===== src/rtl/spi_pkg.sv =====
// Shared SPI definitions: FSM encoding, synchronizer depth and mode-bit meanings
// common to the SPI master and slave.
package spi_pkg;

    localparam int unsigned SyncStages = 2;

    localparam logic [0:0] StIdle  = 1'b0;
    localparam logic [0:0] StShift = 1'b1;

    localparam logic CpolIdleLow  = 1'b0;
    localparam logic CpolIdleHigh = 1'b1;
    localparam logic CphaLeading  = 1'b0;
    localparam logic CphaTrailing = 1'b1;
    localparam logic DordMsbFirst = 1'b0;
    localparam logic DordLsbFirst = 1'b1;

    typedef struct packed {
        logic sclk;
        logic ss_n;
        logic mosi;
    } spi_pins_t;

endpackage


===== src/rtl/spi_sync.sv =====
// Multi-flop synchronizer for asynchronous pin inputs; width and depth are parameters.
module spi_sync
    import spi_pkg::*;
#(
    parameter int unsigned      Width    = 1,
    parameter int unsigned      Stages   = SyncStages,
    parameter logic [Width-1:0] ResetVal = '0
) (
    input  logic             clk_i,
    input  logic             rst_i,
    input  logic [Width-1:0] d_i,
    output logic [Width-1:0] q_o
);

    logic [Width-1:0] sync_q [Stages];

    always_ff @(posedge clk_i) begin
        if (rst_i) begin
            for (int i = 0; i < Stages; i++) begin
                sync_q[i] <= ResetVal;
            end
        end else begin
            sync_q[0] <= d_i;
            for (int i = 1; i < Stages; i++) begin
                sync_q[i] <= sync_q[i-1];
            end
        end
    end

    assign q_o = sync_q[Stages-1];

endmodule


===== src/rtl/spi_slave.sv =====
// SPI slave: oversampled pins, one DATA_W-bit word in/out per SS window, IRQ on receive.
// Optional SPI_SLAVE_OVERRUN_EN adds ovr_o, flagging a word completed while irq_o was pending.
module spi_slave
    import spi_pkg::*;
#(
    parameter int unsigned DATA_W = 8
) (
    input  logic              clk_i,
    input  logic              rst_i,
    input  logic [DATA_W-1:0] tx_i,
    output logic [DATA_W-1:0] rx_o,
    output logic              busy_o,
    output logic              irq_o,
    input  logic              ack_i,
    input  logic              cpol_i,
    input  logic              cpha_i,
    input  logic              dord_i,
    input  logic              sclk_i,
    input  logic              ss_n_i,
    input  logic              mosi_i,
`ifdef SPI_SLAVE_OVERRUN_EN
    output logic              ovr_o,
`endif
    output logic              miso_o,
    output logic              miso_en_o
);

    localparam int unsigned CntW = $clog2(DATA_W);
    localparam logic [CntW-1:0] LastBit = CntW'(DATA_W - 1);

    logic [2:0] pins_raw;
    spi_pins_t  pins;

    spi_sync #(
        .Width    (3),
        .Stages   (SyncStages),
        .ResetVal (3'b000)
    ) u_sync (
        .clk_i (clk_i),
        .rst_i (rst_i),
        .d_i   ({sclk_i, ss_n_i, mosi_i}),
        .q_o   (pins_raw)
    );

    assign pins = pins_raw;

    // ss_n edge register resets low so a select already active at reset is never
    // mistaken for a fresh falling edge.
    logic sclk_q, ss_n_q;

    always_ff @(posedge clk_i) begin
        if (rst_i) begin
            sclk_q <= 1'b0;
            ss_n_q <= 1'b0;
        end else begin
            sclk_q <= pins.sclk;
            ss_n_q <= pins.ss_n;
        end
    end

    logic sck, sck_prev, lead_edge, trail_edge, ss_fall, ss_rise;
    logic sample_edge, shift_edge;

    assign sck         = pins.sclk ^ cpol_i;
    assign sck_prev    = sclk_q ^ cpol_i;
    assign lead_edge   = sck & ~sck_prev;
    assign trail_edge  = ~sck & sck_prev;
    assign ss_fall     = ~pins.ss_n & ss_n_q;
    assign ss_rise     = pins.ss_n & ~ss_n_q;
    assign sample_edge = (cpha_i == CphaTrailing) ? trail_edge : lead_edge;
    assign shift_edge  = (cpha_i == CphaTrailing) ? lead_edge : trail_edge;

    logic [0:0]        state_q, state_d;
    logic [CntW-1:0]   bit_cnt_q, bit_cnt_d;
    logic [DATA_W-1:0] tx_sr_q, tx_sr_d;
    logic [DATA_W-1:0] rx_sr_q, rx_sr_d;
    logic [DATA_W-1:0] rx_q, rx_d;
    logic              irq_q, irq_d;
    logic              reload_q, reload_d;
    logic              word_done;
    logic              miso_q, miso_en_q;
    logic [DATA_W-1:0] rx_shifted, tx_shifted;

    always_comb begin
        if (dord_i == DordLsbFirst) begin
            rx_shifted = {pins.mosi, rx_sr_q[DATA_W-1:1]};
            tx_shifted = {1'b0, tx_sr_q[DATA_W-1:1]};
        end else begin
            rx_shifted = {rx_sr_q[DATA_W-2:0], pins.mosi};
            tx_shifted = {tx_sr_q[DATA_W-2:0], 1'b0};
        end
    end

    always_comb begin
        state_d   = state_q;
        bit_cnt_d = bit_cnt_q;
        tx_sr_d   = tx_sr_q;
        rx_sr_d   = rx_sr_q;
        reload_d  = reload_q;
        word_done = 1'b0;

        unique case (state_q)
            StIdle: begin
                bit_cnt_d = '0;
                reload_d  = 1'b0;
                if (ss_fall) begin
                    tx_sr_d = tx_i;
                    state_d = StShift;
                end
            end
            StShift: begin
                if (ss_rise) begin
                    state_d   = StIdle;
                    bit_cnt_d = '0;
                    reload_d  = 1'b0;
                end else begin
                    if (sample_edge) begin
                        rx_sr_d = rx_shifted;
                        if (bit_cnt_q == LastBit) begin
                            word_done = 1'b1;
                            bit_cnt_d = '0;
                            reload_d  = 1'b1;
                        end else begin
                            bit_cnt_d = bit_cnt_q + 1'b1;
                        end
                    end
                    // With CPHA=1 the first bit is already on MISO when the word starts.
                    if (shift_edge) begin
                        if (reload_q) begin
                            tx_sr_d  = tx_i;
                            reload_d = 1'b0;
                        end else if (cpha_i == CphaLeading || bit_cnt_q != '0) begin
                            tx_sr_d = tx_shifted;
                        end
                    end
                end
            end
            default: state_d = StIdle;
        endcase
    end

    always_comb begin
        rx_d  = rx_q;
        irq_d = irq_q;
        if (word_done) begin
            rx_d  = rx_shifted;
            irq_d = 1'b1;
        end else if (ack_i) begin
            irq_d = 1'b0;
        end
    end

    always_ff @(posedge clk_i) begin
        if (rst_i) begin
            state_q   <= StIdle;
            bit_cnt_q <= '0;
            tx_sr_q   <= '0;
            rx_sr_q   <= '0;
            rx_q      <= '0;
            irq_q     <= 1'b0;
            reload_q  <= 1'b0;
            miso_q    <= 1'b0;
            miso_en_q <= 1'b0;
        end else begin
            state_q   <= state_d;
            bit_cnt_q <= bit_cnt_d;
            tx_sr_q   <= tx_sr_d;
            rx_sr_q   <= rx_sr_d;
            rx_q      <= rx_d;
            irq_q     <= irq_d;
            reload_q  <= reload_d;
            miso_en_q <= (state_q == StShift);
            if (state_q == StShift) begin
                miso_q <= (dord_i == DordLsbFirst) ? tx_sr_q[0] : tx_sr_q[DATA_W-1];
            end else begin
                miso_q <= 1'b0;
            end
        end
    end

`ifdef SPI_SLAVE_OVERRUN_EN
    logic ovr_q, ovr_d;

    always_comb begin
        ovr_d = ovr_q;
        if (word_done && irq_q && !ack_i) begin
            ovr_d = 1'b1;
        end else if (ack_i) begin
            ovr_d = 1'b0;
        end
    end

    always_ff @(posedge clk_i) begin
        if (rst_i) begin
            ovr_q <= 1'b0;
        end else begin
            ovr_q <= ovr_d;
        end
    end

    assign ovr_o = ovr_q;
`endif

    assign rx_o      = rx_q;
    assign irq_o     = irq_q;
    assign busy_o    = (state_q == StShift);
    assign miso_o    = miso_q;
    assign miso_en_o = miso_en_q;

endmodule

===== config.mk =====
export PLATFORM = sky130hd
export DESIGN_NAME = spi_slave
export DESIGN_NICKNAME = d
export VERILOG_FILES = /design/src/rtl/spi_pkg.sv /design/src/rtl/spi_sync.sv /design/src/rtl/spi_slave.sv
export SDC_FILE = /design/constraint.sdc
export NUM_CORES = 1
export LEC_CHECK = 0
export CAP_MARGIN = 20
export CELL_PAD_IN_SITES_DETAIL_PLACEMENT = 1
export CELL_PAD_IN_SITES_GLOBAL_PLACEMENT = 1
export CORE_ASPECT_RATIO = 1.2
export CORE_MARGIN = 2
export CORE_UTILIZATION = 43
export DETAILED_ROUTE_END_ITERATION = 12
export PLACE_DENSITY_LB_ADDON = 0.1
export SYNTH_ARGS = -nofsm -noshare
export SYNTH_HDL_FRONTEND = slang
export SYNTH_SLANG_ARGS = --single-unit
export TNS_END_PERCENT = 30

===== constraint.sdc =====
create_clock -name clk_i -period 2.7 [get_ports clk_i]
set_clock_uncertainty 0.15 [all_clocks]
set_input_delay 0.27 -clock clk_i [delete_from_list [all_inputs] [get_ports clk_i]]
set_output_delay 0.27 -clock clk_i [all_outputs]
set_load 0.05 [all_outputs]

==> impl_metrics.yaml <==
status:
  status: "finished clean"
final_layout:
  design_area_mm2: 0.00225
  n_antenna_cell: 0
  areaGrowthSynthToFinish_pct: 22.2
  drive_gt1_frac: 0.131
  post-route-util: 0.536
  fillers: 488
  final_common_cell: "dfxtp_1"
  final_cell_mix: "dfxtp_1, clkdlybuf4s50_1, nor2_1"
  final_nets: 240
clocking:
  numCtsBuffers: 5
  clock_sinks: 40
  cts_root_buffer: "clkbuf_8"
  clk_pin_slew_worst_paths_ns: 0.08
  tritoncts: "built"
  cts_resized: 0
  htreeDepth: 2
  holdBufCountCts: 0
  cts.path.max_buffers: 2
  clk_latency_ns: 0.29
  post-cts-setup-buffers: 0
timing:
  worstMarginPinSlew_ns: 0.751
  fin_crit_ns: 2.24
  slew_headroom: 0.498
  setup_tns_ns: 0
  fmax_mhz: 446
  drv_slew: 0
  setup_viol: 0
  hold_viol: 0
  finalCritPeriodShare: 0.830
  rsz0062_at_grt: "false"
logic_synthesis:
  synth_top_area_frac: 0.435
  synthTopCellsByArea: "dfxtp_1, mux2i_1, nor2_1"
  ys_ff_latch: 40
  yosys.cell_types.count: 29
  synth-compound-area-share: 0.137
  synthXorXnorAreaFrac: 0.00884
  synth_edf_count: 0
  async_flop_share: 0
  synth_top_family_by_area: "simple AND/OR/NAND/NOR gates"
  syn_nets: 212
  synth_top_area_cell: "dfxtp_1"
  syn_avg_cell_area_um2: 9.59
  synthCells: 192
  synthMuxAreaShare: 0.156
  ys_seq_area_frac: 0.435
  synth_fa_ha_area_frac: 0.0204
  yosys.area_share.simple: 0.176
  syn_area_mm2: 0.00184
  yosysWarnings: 0
  synth_flop_cell: "dfxtp_1"
critical_path:
  regToRegSetupSlack_ns: 0.80
  reg2reg_to: "rx_o[7]$_SDFFE_PP0P_"
  path_max_fanout: 13
  worst_ep_arrival_time_ns: 2.31
  worst_r2r_path_depth: 5
  r2r-start: "u_sync.sync_q[0][5]$_SDFF_PP0_"
  start_kind: "primary input"
  required_ns: 2.77
  worstSetupPathType: "in2reg"
  endpoint_kind: "register"
min_path:
  holdPathStages: 1
  hp-class: "reg2reg"
  worstHoldStart: "u_sync.sync_q[0][2]$_SDFF_PP0_"
  hold-path-endpoint: "u_sync.sync_q[0][5]$_SDFF_PP0_"
routing:
  drt_wl_total_um: 3990
  wl_per_cell_um: 14.4
  drt-pass1-iter-count: 4
  avgViaCountPerCell: 5.15
  via_count: 1427
  drtIter0Drc: 59
  drc: 0
  postRouteAntennaNets: 0
pwr:
  p_comb_frac: 0.083
  swShare: 0.238
  ir_drop_uv: 322
  p_int_mw: 0.855
  powerDensity_mw_per_mm2: 499
  p_seq_frac: 0.540
  power_switching_mw: 0.267
  power.total_mw: 1.12
  pwr-share-clk: 0.377
  leakage_nw: 0.829
global_route:
  grt_max_degree: 23
  grt_pass1_vias: 1510
  grt_overflow: 0
  antenna_found_initial: 0
  grt_usage: 0.178
  grt_pass1_wl_um: 6660
floorplanning:
  start_util: 0.439
  die_area_mm2: 0.00482
  core.rowCount: 26
  die_y_um: 75.7
  die_x_um: 63.7
  io_pins: 29
  core-area_mm2: 0.00420
run:
  max_cap_violations: 0
placement:
  place.detailed.hpwl_um: 2890
  place_congestion: 0.697
  port_buffers: 28
  place_area_mm2: 0.00215
## state kept, by name, summed over array words and instances, names as in the netlist
| signal | cells |
|---|---|
| bit_cnt_q | 3 |
| busy_o | 1 |
| irq_o | 1 |
| miso_en_o | 1 |
| miso_o | 1 |
| reload_q | 1 |
| rx_o | 8 |
| rx_sr_q | 8 |
| sclk_q | 1 |
| ss_n_q | 1 |
| tx_sr_q | 8 |
| u_sync.sync_q | 6 |
## final cells by class
class,count,area (µm²),share of cell area
inverter,10,37.5,0.0167
multi-input combinational,129,917,0.408
clock inverter,2,15.0,0.00668
timing repair buffer,34,325,0.145
clock buffer,6,82.6,0.0367
sequential,40,801,0.356
tap,56,70.1,0.0312
## power groups by stage
stage	Combinational (mW)	Sequential, mW	Clock (mW)
floorplan	0.0544	0.620	0
global placement	0.0903	0.619	0
detailed placement	0.0937	0.620	0
CTS	0.0941	0.606	0.436
global route	0.102	0.607	0.464
finish	0.0929	0.605	0.423
## layer usage
metal	track usage	wire length (µm)	up-vias
met5	0	0	-
met4	0.0652	45	0
met3	0.0369	138	5
met2	0.364	2220	24
met1	0.177	1590	683
li1	-	-	715
## synth_stat cells (4+ instances only)
master	n
dfxtp_1	40
nor2_1	27
mux2i_1	22
nor2b_1	11
inv_1	10
a21oi_1	8
o21ai_0	8
a211oi_1	6
clkbuf_1	6
o41ai_1	6
nand2_1	5
a211oi_2	4
buf_2	4
mux2_2	4
nand2b_1	4
nor2_2	4
or2_0	4
## how the worst max path moves through the flow
stage                                 start                      end  slack, ns  cells after the start
after floorplan           busy_o$_SDFF_PP0_  tx_sr_q[2]$_SDFFE_PP0P_       0.74                      7
after global placement               cpha_i     rx_o[7]$_SDFFE_PP0P_       0.28                      6
after detailed placement             cpha_i     rx_o[7]$_SDFFE_PP0P_       0.15                      6
after CTS                            cpha_i     rx_o[7]$_SDFFE_PP0P_       0.44                      6
after global routing                 cpha_i     rx_o[0]$_SDFFE_PP0P_       0.29                      6
final                                cpha_i     rx_o[7]$_SDFFE_PP0P_       0.46                      6
## critical path, cell delays in order
cell and delay [ns]:
clkdlybuf4s50_1 0.47, xnor2_2 0.29, mux2i_4 0.40, nand4_2 0.39, or2_0 0.35, a21oi_1 0.13
## logic make-up after synthesis
| logic type | after synthesis |
|---|---|
| flops | 40 |
| simple gates | 63 |
| fa+ha+maj | 3 |
| xor+xnor | 1 |
| mux | 27 |
| buf+inv | 23 |
| compound gates | 35 |
## stage by stage
stage / instances / worst slack, ns / hold WS, ns
3_5_place_dp: 269 / 0.151 / 0.282
4_1_cts: 277 / 0.444 / 0.302
3_3_place_gp: 269 / 0.284 / 0.271
5_1_grt: 277 / 0.294 / 0.314
2_1_floorplan: 192 / 0.743 / 0.210
6_report: 277 / 0.459 / 0.295
(Power assumes the default switching activity.)
